--- src/rtl/xor_memory_pkg.sv ---
// Shared types for the conflict-aware multi-port memory scheduler.
package xor_memory_pkg;

  localparam int unsigned REQ_ID_W = 8;

  typedef enum logic {
    OP_READ  = 1'b0,
    OP_WRITE = 1'b1
  } op_e;

  typedef struct packed {
    logic                valid;
    logic [REQ_ID_W-1:0] id;
  } tag_t;

endpackage

--- src/rtl/xor_memory_rr_scan.sv ---
// Combinational round-robin scan granting up to PORTS non-conflicting requests per cycle.
module xor_memory_rr_scan
  import xor_memory_pkg::*;
#(
  parameter  int REQS  = 4,
  parameter  int PORTS = 2,
  parameter  int AW    = 8,
  localparam int IDW   = (REQS > 1) ? $clog2(REQS) : 1
) (
  input  logic [IDW-1:0]  ptr_i,
  input  logic [REQS-1:0] valid_i,
  input  logic [REQS-1:0] we_i,
  input  logic [AW-1:0]   addr_i     [REQS],
  output logic [REQS-1:0] grant_o,
  output logic [PORTS-1:0] port_vld_o,
  output logic [IDW-1:0]  port_id_o  [PORTS],
  output logic [IDW-1:0]  next_ptr_o
);

  always_comb begin
    logic [REQS-1:0] gnt;
    logic [IDW:0]    sum;
    logic [IDW-1:0]  idx;
    logic            clash;
    int unsigned     cnt;

    gnt        = '0;
    port_vld_o = '0;
    next_ptr_o = ptr_i;
    sum        = '0;
    idx        = '0;
    clash      = 1'b0;
    cnt        = 0;
    for (int unsigned p = 0; p < PORTS; p++) port_id_o[p] = '0;

    for (int unsigned j = 0; j < REQS; j++) begin
      sum = {1'b0, ptr_i} + (IDW+1)'(j);
      if (sum >= (IDW+1)'(REQS)) sum = sum - (IDW+1)'(REQS);
      idx = sum[IDW-1:0];

      // A pair clashes only on equal address with at least one writer.
      clash = 1'b0;
      for (int unsigned q = 0; q < REQS; q++) begin
        if (gnt[q] && (addr_i[q] == addr_i[idx]) &&
            ((op_e'(we_i[q]) == OP_WRITE) || (op_e'(we_i[idx]) == OP_WRITE)))
          clash = 1'b1;
      end

      if (valid_i[idx] && !clash && (cnt < PORTS)) begin
        gnt[idx] = 1'b1;
        for (int unsigned p = 0; p < PORTS; p++) begin
          if (p == cnt) begin
            port_vld_o[p] = 1'b1;
            port_id_o[p]  = idx;
          end
        end
        cnt        = cnt + 1;
        next_ptr_o = (idx == IDW'(REQS - 1)) ? '0 : idx + IDW'(1);
      end
    end

    grant_o = gnt;
  end

endmodule

--- src/rtl/xor_memory_sched.sv ---
// Multi-port memory scheduler: round-robin grants, port muxing and per-port read tag pipelines.
module xor_memory_sched
  import xor_memory_pkg::*;
#(
  parameter  int WIDTH    = 8,
  parameter  int DEPTH    = 256,
  parameter  int PORTS    = 2,
  parameter  int REQS     = 4,
  parameter  int READ_LAT = 1,
  localparam int AW       = $clog2(DEPTH),
  localparam int IDW      = (REQS > 1) ? $clog2(REQS) : 1
) (
  input  logic             clk,
  input  logic             rst,
  input  logic [REQS-1:0]  req_valid,
  output logic [REQS-1:0]  req_ready,
  input  logic [REQS-1:0]  req_we,
  input  logic [AW-1:0]    req_addr  [REQS],
  input  logic [WIDTH-1:0] req_wdata [REQS],
  output logic [REQS-1:0]  rsp_valid,
  output logic [WIDTH-1:0] rsp_rdata [REQS],
  output logic [AW-1:0]    mem_addr  [PORTS],
  output logic [WIDTH-1:0] mem_d     [PORTS],
  output logic [PORTS-1:0] mem_en,
  input  logic [WIDTH-1:0] mem_q     [PORTS]
);

  logic [IDW-1:0]   ptr_q, ptr_d;
  logic [REQS-1:0]  vld_m, gnt;
  logic [PORTS-1:0] port_vld;
  logic [IDW-1:0]   port_id [PORTS];
  logic [IDW-1:0]   next_ptr;
  tag_t             tag_in  [PORTS];
  tag_t             tag_q   [PORTS][READ_LAT];

  // Masking valids during reset keeps grants, memory drives and tags quiet.
  assign vld_m = rst ? '0 : req_valid;

  xor_memory_rr_scan #(
    .REQS  (REQS),
    .PORTS (PORTS),
    .AW    (AW)
  ) u_scan (
    .ptr_i      (ptr_q),
    .valid_i    (vld_m),
    .we_i       (req_we),
    .addr_i     (req_addr),
    .grant_o    (gnt),
    .port_vld_o (port_vld),
    .port_id_o  (port_id),
    .next_ptr_o (next_ptr)
  );

  assign req_ready = gnt;
  assign ptr_d     = (|gnt) ? next_ptr : ptr_q;

  always_comb begin
    for (int unsigned k = 0; k < PORTS; k++) begin
      mem_addr[k] = '0;
      mem_d[k]    = '0;
      mem_en[k]   = 1'b0;
      tag_in[k]   = '0;
      if (port_vld[k]) begin
        mem_addr[k]     = req_addr[port_id[k]];
        mem_d[k]        = req_wdata[port_id[k]];
        mem_en[k]       = req_we[port_id[k]];
        tag_in[k].valid = ~req_we[port_id[k]];
        tag_in[k].id    = REQ_ID_W'(port_id[k]);
      end
    end
  end

  always_ff @(posedge clk or posedge rst) begin
    if (rst) begin
      ptr_q <= '0;
      for (int unsigned k = 0; k < PORTS; k++)
        for (int unsigned s = 0; s < READ_LAT; s++)
          tag_q[k][s] <= '0;
    end else begin
      ptr_q <= ptr_d;
      for (int unsigned k = 0; k < PORTS; k++) begin
        tag_q[k][0] <= tag_in[k];
        for (int unsigned s = 1; s < READ_LAT; s++)
          tag_q[k][s] <= tag_q[k][s-1];
      end
    end
  end

  // At most one tag per requester exits per cycle, so the writes below never collide.
  always_comb begin
    logic [IDW-1:0] rid;
    rid       = '0;
    rsp_valid = '0;
    for (int unsigned i = 0; i < REQS; i++) rsp_rdata[i] = '0;
    for (int unsigned k = 0; k < PORTS; k++) begin
      if (tag_q[k][READ_LAT-1].valid) begin
        rid            = tag_q[k][READ_LAT-1].id[IDW-1:0];
        rsp_valid[rid] = 1'b1;
        rsp_rdata[rid] = mem_q[k];
      end
    end
  end

endmodule

--- config.mk ---
export PLATFORM = sky130hd
export DESIGN_NAME = xor_memory_sched
export DESIGN_NICKNAME = d
export VERILOG_FILES = /design/src/rtl/xor_memory_pkg.sv /design/src/rtl/xor_memory_rr_scan.sv /design/src/rtl/xor_memory_sched.sv
export SDC_FILE = /design/constraint.sdc
export NUM_CORES = 1
export LEC_CHECK = 0
export ABC_CLOCK_PERIOD_IN_PS = 7100
export CELL_PAD_IN_SITES_DETAIL_PLACEMENT = 1
export CELL_PAD_IN_SITES_GLOBAL_PLACEMENT = 1
export CORE_MARGIN = 4
export CORE_UTILIZATION = 34
export CTS_BUF_LIST = sky130_fd_sc_hd__clkbuf_2 sky130_fd_sc_hd__clkbuf_4 sky130_fd_sc_hd__clkbuf_8
export CTS_CLUSTER_DIAMETER = 80
export CTS_CLUSTER_SIZE = 30
export DETAILED_ROUTE_END_ITERATION = 16
export PLACE_DENSITY = 0.93
export SLEW_MARGIN = 20
export SYNTH_ARGS = -nofsm -noshare
export SYNTH_HDL_FRONTEND = slang
export SYNTH_SLANG_ARGS = --single-unit
export TNS_END_PERCENT = 50
--- constraint.sdc ---
create_clock -name clk -period 7.1 [get_ports clk]
set_input_delay 0.71 -clock clk [delete_from_list [all_inputs] [get_ports clk]]
set_output_delay 0.71 -clock clk [all_outputs]
set_load 0.05 [all_outputs]
==> run_results.csv, run 1 <==
group,metric,value,unit
worst_setup_path,worstPathArrival,6620,ps
worst_setup_path,start_kind,"primary input",
floorplanning,start_util,34.7,%
drt,drc_errors,0,
clock_network,clock_sinks,8,
logic_synthesis,synth-edff-count,0,
clock_network,clock_latency,230,ps
logic_synthesis,synth_top_flop_cell,"dfrtp_1",
worst_setup_path,critPathRequiredTime,6390,ps
floorplanning,io_pins,164,
sta,worst-slew-pin-transition,1000,ps
logic_synthesis,synth_area,7080,µm²
global_route,grt_pass1_wl,58200,µm
logic_synthesis,yosysWarnings,0,
finish,area_growth,46.8,%
floorplanning,fp.dieH,152,µm
drt,vias,10400,
worst_setup_path,startpoint,"req_addr[22]",
sta,fmax,136,MHz
drt,initialDrtViolationCount,1469,
logic_synthesis,synth-seq-cells,8,
drt,drt.antenna.violating_nets,0,
drt,vias_per_cell,7.21,
logic_synthesis,syn_inst,1029,
hold_path,hold_class,"in -> async",
logic_synthesis,yosys-top-cells-area,"mux2i_1 (13%), xnor2_1 (8.5%), nand2_1 (4.9%)",
clock_network,numCtsBuffers,3,
floorplanning,core,20400,µm²
logic_synthesis,synthTopCellsByCount,"mux2i_1 (93), nand2_1 (93), nor2_1 (73)",
drt,wl_per_cell,28.3,µm
global_route,antenna_found_initial,0,
global_route,grt_start_max_net_pins,73,
finish,final_util,51.0,%
worst_setup_path,critPathCaptureType,"primary output",
sta,fin_skew,5.16,ps
worst_setup_path,rr_startpoint,"ptr_q[0]$_DFFE_PP0P_",
worst_setup_path,r2r_end,"ptr_q[0]$_DFFE_PP0P_",
finish,drive_above_1_share,20.1,%
sta,worst_slack,-235,ps
finish,fin_nets,1278,
placement,gp_congestion,1.12,
finish,n_antenna_cell,0,
floorplanning,num_rows,52,
clock_network,cts-root-buf,"clkbuf_8",
logic_synthesis,post-synth-top-area-cell,"mux2i_1",
logic_synthesis,ys_seq_area_share,2.83,%
logic_synthesis,async_reset_ff_share,100,%
worst_setup_path,rrSetupSlack,1040,ps
logic_synthesis,synthDistinctLibCells,89,
sta,hold_viol_final,0,
sta,drv_slew,0,
worst_setup_path,crit_type,"in -> out",
global_route,grt_overflow,0,
drt,drt_pass1_iterations,9,
clock_network,clk_pin_slew,50,ps
sta,finalCritPeriodShare,103,%
worst_setup_path,rr_worst_depth,23,
global_route,grt_pass1_vias,9968,
drt,routed_wl,40900,µm
clock_network,clk_path_buf_depth,2,
placement,port_buffers,163,
placement,placedCellCount,1431,
global_route,grt.total_usage,30.0,%
placement,pre_cts_ws,-257,ps
finish,stdcell_count,1446,
sta,finalSetupViolCount,19,
flow_run,cap_violations,0,
floorplanning,dieArea,23200,µm²
finish,fillers,2442,
placement,dpl.hpwl,28300,µm
sta,period_needed,7330,ps
floorplanning,die_w,152,µm
clock_network,cts_max_level,1,
worst_setup_path,crit_fanout,29,
logic_synthesis,synth_top_area_share,13.2,%
clock_network,cts_tree,"done",
status,status,"finished with violations",
logic_synthesis,avgSynthCellArea,6.88,µm²
sta,relSlewSlack,33.0,%
logic_synthesis,syn_nets,1130,
status,violations,"setup timing",
clock_network,cts-hold-fix-buffers,0,
-- registers in the layout, summed over array words and instances (netlist names) --
register,flops
ptr_q,2
tag_q,6
-- layer usage --
metal | global-route usage [%] | routed length, µm | up-vias | share of wire [%]
met1 | 37.2 | 14700 | 4893 | 36
li1 | - | - | 4212 | -
met5 | 0 | 0 | - | 0
met3 | 5.34 | 4440 | 343 | 11
met4 | 12.6 | 3220 | 0 | 7.9
met2 | 51.1 | 18500 | 982 | 45
-- critical path, cell delays in order --
cell             delay [ps]
clkdlybuf4s50_1         480
buf_4                   270
inv_1                   190
o22ai_1                 360
nor4_1                  140
a211o_1                 340
nand3_1                 100
and4_1                  270
ha_1                    280
nor2_1                   90
o31a_1                  130
nand4_1                 200
a21oi_2                  80
fa_1                    450
a211oi_1                190
o211ai_1                280
nor4_2                  540
buf_12                  250
nand2_1                 120
o21ai_2                 230
inv_1                   330
a22o_1                  370
buf_12                  180
-- stage by stage --
step,cell area (µm²),TNS (ps),hold WS (ps)
final,10400,-1980,576
after global routing,10400,-7260,636
after CTS,10100,0,782
after detailed placement,9930,-2890,744
after global placement,9930,0,742
after floorplan,7490,-844,711
-- how the worst max path moves through the flow --
stage | endpoint | cells past startpoint | slack (ps)
after detailed placement | mem_addr[10] | 20 | -260
after global placement | mem_addr[15] | 20 | 120
final | mem_d[9] | 23 | -230
after global routing | mem_addr[10] | 21 | -400
after CTS | mem_addr[6] | 21 | 4
after floorplan | mem_addr[6] | 33 | -70
-- logic make-up (layout without fill, tap and decap cells) --
| kind of cell | after synthesis | after routing | synth area share [%] |
|---|---|---|---|
| AOI/OAI and AO/OA | 351 | 351 | 37.0 |
| xor gates and xnor gates | 104 | 104 | 12.9 |
| adders and majority gates | 11 | 11 | 2.05 |
| buffers and inverters | 145 | 292 | 9.39 |
| DFF | 8 | 8 | 2.83 |
| muxes | 103 | 103 | 15.1 |
| and+or+nand+nor | 307 | 307 | 20.8 |
-- what timing repair did --
action / in CTS / in global routing
pin swaps: 1 / 4
setup buffers: 5 / 6
gates resized for setup: 11 / 57
cloned: 0 / 0
endpoints found under the setup margin: 29 / 34
-- layout make-up --
class                   instances  area (µm²)  area share [%]
clock buffers                   4        48.8           0.470
inverters                      33         124            1.19
multi-input cells             876        6840            65.9
flip-flops and latches          8         204            1.96
well taps                     270         338            3.25
repair buffers                255        2830            27.2
-- placed cells by master (no fill, tap or decap), types with 9 or more instances in the layout --
master / n
buf_12: 44
dlymetal6s2s_1: 17
ha_1: 9
and3_1: 9
inv_1: 31
a22o_1: 19
nor2_1: 71
a32oi_1: 17
o22ai_1: 11
clkdlybuf4s50_1: 106
buf_4: 83
mux2i_1: 86
o22ai_4: 19
xnor2_2: 12
nand3_1: 40
o211ai_1: 12
o31ai_1: 10
a21oi_1: 53
xnor2_1: 57
xor2_1: 32
and2_1: 9
a32o_1: 11
nor3_1: 28
a31oi_1: 18
nand2_1: 93
o21ai_0: 41
a211oi_1: 14
Power of run 1 is left out: the tool's default activity adds up to more than one toggle a clock period on the data nets, which glitch-free logic cannot reach.
==> run 2, diff against run 1 <==
==> constraint.sdc (replaced) <==
create_clock -name clk -period 7.1 [get_ports clk]
set_input_delay 1.42 -clock clk [delete_from_list [all_inputs] [get_ports clk]]
set_output_delay 1.42 -clock clk [all_outputs]
set_load 0.05 [all_outputs]
==> run 2 against run 1 <==
  * The run now fails in global routing
  * Synthesized cell count unchanged
  * Synthesized area is the same
==> run_results.csv, run 2 <==
group,metric,value,unit
logic_synthesis,syn_inst,1029,
logic_synthesis,yosysWarnings,0,
floorplanning,die_w,152,µm
sta,worstEndpointGrtRepair,"mem_addr[0]",
logic_synthesis,post-synth-top-area-cell,"mux2i_1",
placement,port_buffers,163,
logic_synthesis,avgSynthCellArea,6.88,µm²
placement,dpl.hpwl,37100,µm
placement,gp_congestion,1.08,
floorplanning,num_rows,52,
clock_network,cts-root-buf,"clkbuf_8",
floorplanning,fp.dieH,152,µm
clock_network,numCtsBuffers,3,
logic_synthesis,synth-seq-cells,8,
floorplanning,io_pins,164,
logic_synthesis,synth_top_flop_cell,"dfrtp_1",
logic_synthesis,synthDistinctLibCells,89,
logic_synthesis,synth_area,7080,µm²
status,status,"aborted with a tool error",
logic_synthesis,ys_seq_area_share,2.83,%
status,tool.error,"[ERROR GRT-0232] Routing congestion too high. Check the congestion heatmap in the GUI.",
sta,worst-ep-kind,"top-level output",
logic_synthesis,synthTopCellsByCount,"mux2i_1 (93), nand2_1 (93), nor2_1 (73)",
clock_network,clk_path_buf_depth,2,
logic_synthesis,synth_top_area_share,13.2,%
placement,placedCellCount,1645,
global_route,grt.total_usage,74.4,%
clock_network,cts-hold-fix-buffers,0,
logic_synthesis,syn_nets,1130,
logic_synthesis,synth-edff-count,0,
global_route,grt_start_max_net_pins,80,
clock_network,clock_sinks,8,
global_route,grt_overflow,4,
floorplanning,start_util,34.7,%
placement,placed_area,11800,µm²
logic_synthesis,yosys-top-cells-area,"mux2i_1 (13%), xnor2_1 (8.5%), nand2_1 (4.9%)",
clock_network,cts_max_level,1,
logic_synthesis,async_reset_ff_share,100,%
status,haltStage,"global routing",
## run 2: cell counts after synthesis
No cell type changed its count.
## run 2: kinds of logic after synthesis
kind of cell | Yosys count | synth area share, %
and+or+nand+nor | 307 | 20.8
buffers and inverters | 145 | 9.39
xor gates and xnor gates | 104 | 12.9
DFF | 8 | 2.83
AOI/OAI and AO/OA | 351 | 37.0
muxes | 103 | 15.1
adders and majority gates | 11 | 2.05
## run 2: routing by layer
| layer | global-route usage (%) | overflow |
|---|---|---|
| met1 | 73.6 | 0 |
| met2 | 89.0 | 2 |
| met5 | 29.8 | 0 |
| met4 | 74.6 | 2 |
| met3 | 62.4 | 0 |
## run 2: repair_timing
| item | 4_1_cts |
|---|---|
| cloned | 2 |
| pin swaps | 63 |
| setup buffers | 61 |
| setup endpoints to repair | 38 |
| gates resized for setup | 285 |
## run 2: through the flow
stage          worst slack [ps]  util, %
2_1_floorplan              -381        -
3_3_place_gp               -676     58.0
3_5_place_dp              -1270     58.0
4_1_cts                    -488     65.5
==> run 3, diff against run 2 <==
==> config.mk (replaced) <==
export PLATFORM = sky130hd
export DESIGN_NAME = xor_memory_sched
export DESIGN_NICKNAME = d
export VERILOG_FILES = /design/src/rtl/xor_memory_pkg.sv /design/src/rtl/xor_memory_rr_scan.sv /design/src/rtl/xor_memory_sched.sv
export SDC_FILE = /design/constraint.sdc
export NUM_CORES = 1
export LEC_CHECK = 0
export ABC_CLOCK_PERIOD_IN_PS = 9230
export CORE_MARGIN = 4
export CORE_UTILIZATION = 35
export DETAILED_ROUTE_END_ITERATION = 16
export PLACE_DENSITY_LB_ADDON = 0.15
export SLEW_MARGIN = 20
export SYNTH_ARGS = -nofsm -noshare
export SYNTH_HDL_FRONTEND = slang
export SYNTH_SLANG_ARGS = --single-unit
export TNS_END_PERCENT = 50
==> constraint.sdc (replaced) <==
create_clock -name clk -period 9.23 [get_ports clk]
set_input_delay 1.846 -clock clk [delete_from_list [all_inputs] [get_ports clk]]
set_output_delay 1.846 -clock clk [all_outputs]
set_load 0.05 [all_outputs]
==> run 3 against run 2 <==
  * The run now ends clean
==> run_results.csv, run 3 (synthesis gave the netlist of run 1 again) <==
group,metric,value,unit
floorplanning,dieArea,22600,µm²
floorplanning,start_util,36.0,%
finish,stdcell_count,1458,
global_route,grt_overflow,0,
worst_setup_path,worstPathArrival,7140,ps
worst_setup_path,critPathCaptureType,"primary output",
floorplanning,fp.dieH,150,µm
global_route,grt_pass1_wl,50200,µm
drt,drt_pass1_iterations,6,
hold_path,worstHoldPathCells,2,
sta,fmax,111,MHz
global_route,grt_start_max_net_pins,141,
finish,area_growth,37.9,%
drt,drc_errors,0,
placement,dpl.hpwl,26100,µm
sta,finalSetupViolCount,0,
global_route,grt.total_usage,27.9,%
placement,pre_cts_ws,-64.4,ps
placement,placedCellCount,1453,
floorplanning,num_rows,51,
status,status,"completed",
clock_network,cts_max_level,1,
flow_run,cap_violations,0,
sta,drv_slew,0,
floorplanning,die_w,150,µm
finish,max_flop_register,"tag_q",
sta,hold_viol_final,0,
floorplanning,io_pins,164,
worst_setup_path,rr_worst_depth,22,
clock_network,cts_tree,"done",
sta,finalCritPeriodShare,97.3,%
worst_setup_path,crit_fanout,9,
global_route,antenna_found_initial,0,
finish,drive_above_1_share,17.4,%
drt,vias,9221,
finish,largest_reg_flops,6,
finish,final_common_cell,"buf_4",
worst_setup_path,crit_type,"in -> out",
finish,n_antenna_cell,0,
sta,hold_slack,782,ps
clock_network,cts-root-buf,"clkbuf_16",
drt,initialDrtViolationCount,940,
finish,final_cell_mix,"buf_4 (124), clkdlybuf4s50_1 (120), nand2_1 (93)",
worst_setup_path,start_kind,"primary input",
clock_network,clk_path_buf_depth,2,
global_route,grt_pass1_vias,8361,
floorplanning,core,19700,µm²
hold_path,hold_class,"reg -> reg",
clock_network,numCtsBuffers,3,
clock_network,clk_pin_slew,40,ps
drt,routed_wl,33800,µm
sta,relSlewSlack,34.4,%
sta,worst_slack,248,ps
finish,largestRegisters,"tag_q (6), ptr_q (2)",
drt,vias_per_cell,6.32,
placement,port_buffers,163,
sta,tns,0,ps
worst_setup_path,critPathRequiredTime,7380,ps
drt,drt.antenna.violating_nets,0,
placement,gp_congestion,0.983,
clock_network,clock_latency,230,ps
clock_network,clock_sinks,8,
finish,fin_nets,1295,
drt,wl_per_cell,23.2,µm
sta,fin_skew,0.849,ps
sta,period_needed,8980,ps
sta,worst-slew-pin-transition,980,ps
-- run 3: worst max-delay path, cell delays in order --
cell	delay [ps]
clkdlybuf4s50_1	680
nor2b_1	90
a2111o_1	410
a221oi_2	360
o211a_1	190
a21oi_1	60
and4_1	240
ha_1	210
nor2_1	110
o31a_1	170
nand4_1	150
a21oi_2	180
fa_1	480
nor2b_1	170
inv_1	110
nor4_2	80
buf_4	180
or2_0	190
buf_4	170
mux2i_4	180
buf_4	250
mux2i_1	210
o32ai_1	100
buf_4	180
buf_12	140
-- run 3: area by class of cell --
class | instances | area (µm²)
Clock buffer | 4 | 78.8
Fill cell | 2045 | 9900
Inverter | 33 | 124
Multi-Input combinational cell | 876 | 6360
Sequential cell | 8 | 204
Tap cell | 265 | 332
Timing Repair Buffer | 272 | 2660
-- run 3: per-stage QoR --
step	utilization, %	cell area [µm²]
6_report	49.6	9750
5_1_grt	49.6	9750
4_1_cts	49.2	9680
3_5_place_dp	48.8	9590
3_3_place_gp	48.8	9590
2_1_floorplan	-	7150
-- run 3: final timing paths --
path	endpoint	slack [ps]	startpoint
setup / recovery	mem_addr[3]	250	req_addr[26]
hold / removal	ptr_q[1]$_DFFE_PP0P_	780	ptr_q[1]$_DFFE_PP0P_
setup reg to reg	ptr_q[0]$_DFFE_PP0P_	2890	ptr_q[1]$_DFFE_PP0P_
hold reg to reg	ptr_q[1]$_DFFE_PP0P_	780	ptr_q[1]$_DFFE_PP0P_
max in group asynchronous	ptr_q[0]$_DFFE_PP0P_	7240	rst
min in group asynchronous	ptr_q[0]$_DFFE_PP0P_	1720	rst
-- run 3: repair_timing --
item / CTS / global route
buffers inserted: 0 / 1
hold buffers: 0 / 0
pin swaps: 0 / 3
resized for setup: 1 / 18
endpoints found under the setup margin: 2 / 34
gates cloned: 0 / 0
-- run 3: metal layers --
metal / global-route usage (%) / share of wire [%]
met3: 4.67 / 8.8
met1: 39.1 / 43
met2: 46.1 / 46
met5: 0 / 0
met4: 3.98 / 1.5
Power of run 3 is left out for the same reason.
==> run 4, diff against run 3 <==
--- a/config.mk
+++ b/config.mk
@@ -5,7 +5,7 @@
 export SDC_FILE = /design/constraint.sdc
 export NUM_CORES = 1
 export LEC_CHECK = 0
-export ABC_CLOCK_PERIOD_IN_PS = 9230
+export ABC_CLOCK_PERIOD_IN_PS = 7920
 export CORE_MARGIN = 4
 export CORE_UTILIZATION = 35
 export DETAILED_ROUTE_END_ITERATION = 16
==> constraint.sdc (replaced) <==
create_clock -name clk -period 7.92 [get_ports clk]
set_input_delay 1.584 -clock clk [delete_from_list [all_inputs] [get_ports clk]]
set_output_delay 1.584 -clock clk [all_outputs]
set_load 0.05 [all_outputs]
==> run 4 against run 3 <==
  * Clock skew grew 3.3 ps
  * Flip-flop and latch count did not move
  * Setup slack got worse by 160 ps
  * Cell count increased by 14%
  * First-iteration DRC count grew 26%
  * Worst hold slack got worse by 35 ps
  * Count of clock-buffer cells in the layout unchanged
  * Global-route usage is 2.7 points higher
  * Via count increased by 11%
  * Non-clock buffer count rose by 200
  * Core utilization rose by 14 points
  * Critical path type unchanged
  * Critical endpoint is now mem_addr[12]
  * Largest cell class unchanged
  * Highest routed layer unchanged
==> run_results.csv, run 4 (synthesis gave the netlist of run 1 again) <==
group,metric,value,unit
global_route,antenna_found_initial,0,
worst_setup_path,max_stage_delay,480,ps
finish,final_common_cell,"buf_4",
global_route,busiest_layer,"met2",
clock_network,cts_max_level,1,
sta,drv_slew,0,
global_route,met3_usage,4.43,%
floorplanning,num_rows,51,
drt,drc_errors,0,
clock_network,numCtsBuffers,3,
drt,vias_per_cell,6.17,
finish,drive_above_1_share,37.1,%
status,status,"completed",
sta,finalSetupViolCount,0,
sta,fmax,128,MHz
sta,tns,0,ps
clock_network,clk_pin_slew,40,ps
drt,wl_per_cell,22.1,µm
global_route,grt_pass1_vias,9545,
floorplanning,fp.dieH,150,µm
sta,fin_skew,4.12,ps
worst_setup_path,critPathCaptureType,"primary output",
worst_setup_path,crit_type,"in -> out",
worst_setup_path,start_kind,"primary input",
floorplanning,die_w,150,µm
clock_network,clk_path_buf_depth,2,
finish,final_cell_mix,"buf_4 (279), nand2_1 (91), clkdlybuf4s50_1 (90)",
global_route,use_met2,49.7,%
global_route,grt_overflow,0,
placement,port_buffers,163,
global_route,grt.total_usage,30.6,%
global_route,grt.met1_usage,42.8,%
finish,largestRegisters,"tag_q (6), ptr_q (2)",
worst_setup_path,crit_slowest_cell,"fa_2",
floorplanning,start_util,36.0,%
floorplanning,io_pins,164,
worst_setup_path,worstPathArrival,6240,ps
floorplanning,dieArea,22600,µm²
global_route,grt_pass1_wl,55100,µm
finish,area_growth,77.8,%
placement,dpl.hpwl,28600,µm
placement,gp_congestion,0.979,
finish,fin_nets,1495,
worst_setup_path,crit_fanout,8,
sta,finalCritPeriodShare,98.8,%
hold_path,hold_class,"reg -> reg",
drt,drt.antenna.violating_nets,0,
global_route,grt_start_max_net_pins,69,
sta,period_needed,7830,ps
sta,hold_viol_final,0,
sta,relSlewSlack,37.9,%
clock_network,cts-root-buf,"clkbuf_16",
drt,vias,10200,
floorplanning,core,19700,µm²
clock_network,cts_tree,"done",
drt,initialDrtViolationCount,1185,
worst_setup_path,critPathRequiredTime,6340,ps
worst_setup_path,cp_common_cell,"buf_4",
finish,max_flop_register,"tag_q",
clock_network,clock_latency,240,ps
sta,worst-slew-pin-transition,928,ps
clock_network,clock_sinks,8,
finish,largest_reg_flops,6,
drt,drt_pass1_iterations,6,
drt,routed_wl,36700,µm
flow_run,cap_violations,0,
==> run 4: critical path, delay by kind of cell <==
family / cells / cell delay [ps]
mux: 1 / 220
xor+xnor: 1 / 140
fa+ha+maj: 2 / 640
compound gates: 6 / 860
buf+inv: 7 / 1400
simple gates: 8 / 1390
==> run 4: cell type report <==
cell class,count,area [µm²]
tap,265,332
timing repair buffer,472,4560
fill,1790,7080
antenna,1,2.50
inverter,33,124
clock buffer,4,78.8
sequential,8,204
multi-input combinational,876,7270
==> run 4: final timing paths <==
path / end / cells past startpoint / startpoint / slack (ps)
max: mem_addr[12] / 25 / req_addr[26] / 90
min: ptr_q[1]$_DFFE_PP0P_ / 3 / ptr_q[1]$_DFFE_PP0P_ / 750
max reg2reg: ptr_q[0]$_DFFE_PP0P_ / 23 / ptr_q[0]$_DFFE_PP0P_ / 2140
min reg2reg: ptr_q[1]$_DFFE_PP0P_ / 3 / ptr_q[1]$_DFFE_PP0P_ / 750
max in group asynchronous: ptr_q[0]$_DFFE_PP0P_ / 3 / rst / 6110
min in group asynchronous: ptr_q[1]$_DFFE_PP0P_ / 3 / rst / 1530
==> run 4: metal layers <==
metal | vias up | routed length [µm]
li1 | 4657 | -
met1 | 4930 | 15600
met2 | 583 | 17000
met3 | 65 | 3410
met4 | 0 | 706
met5 | - | 0
==> run 4: stage by stage <==
step	utilization, %	setup WS (ps)	instances	instance area [µm²]	hold WS, ps
after floorplan	-	-68.3	1029	7520	958
after global placement	58.0	-403	1622	11400	721
after detailed placement	58.0	-379	1622	11400	741
after CTS	60.2	16.0	1633	11800	753
after global routing	64.0	-48.3	1658	12600	850
final	64.0	93.1	1659	12600	747
==> run 4: what timing repair did <==
| action | in CTS | in global routing |
|---|---|---|
| buffers inserted | 9 | 25 |
| gates resized for setup | 80 | 122 |
| pin swaps | 9 | 31 |
| gates cloned | 1 | 2 |
| hold buffers | 0 | 0 |
| endpoints found under the setup margin | 34 | 34 |
Power of run 4 is left out for the same reason.
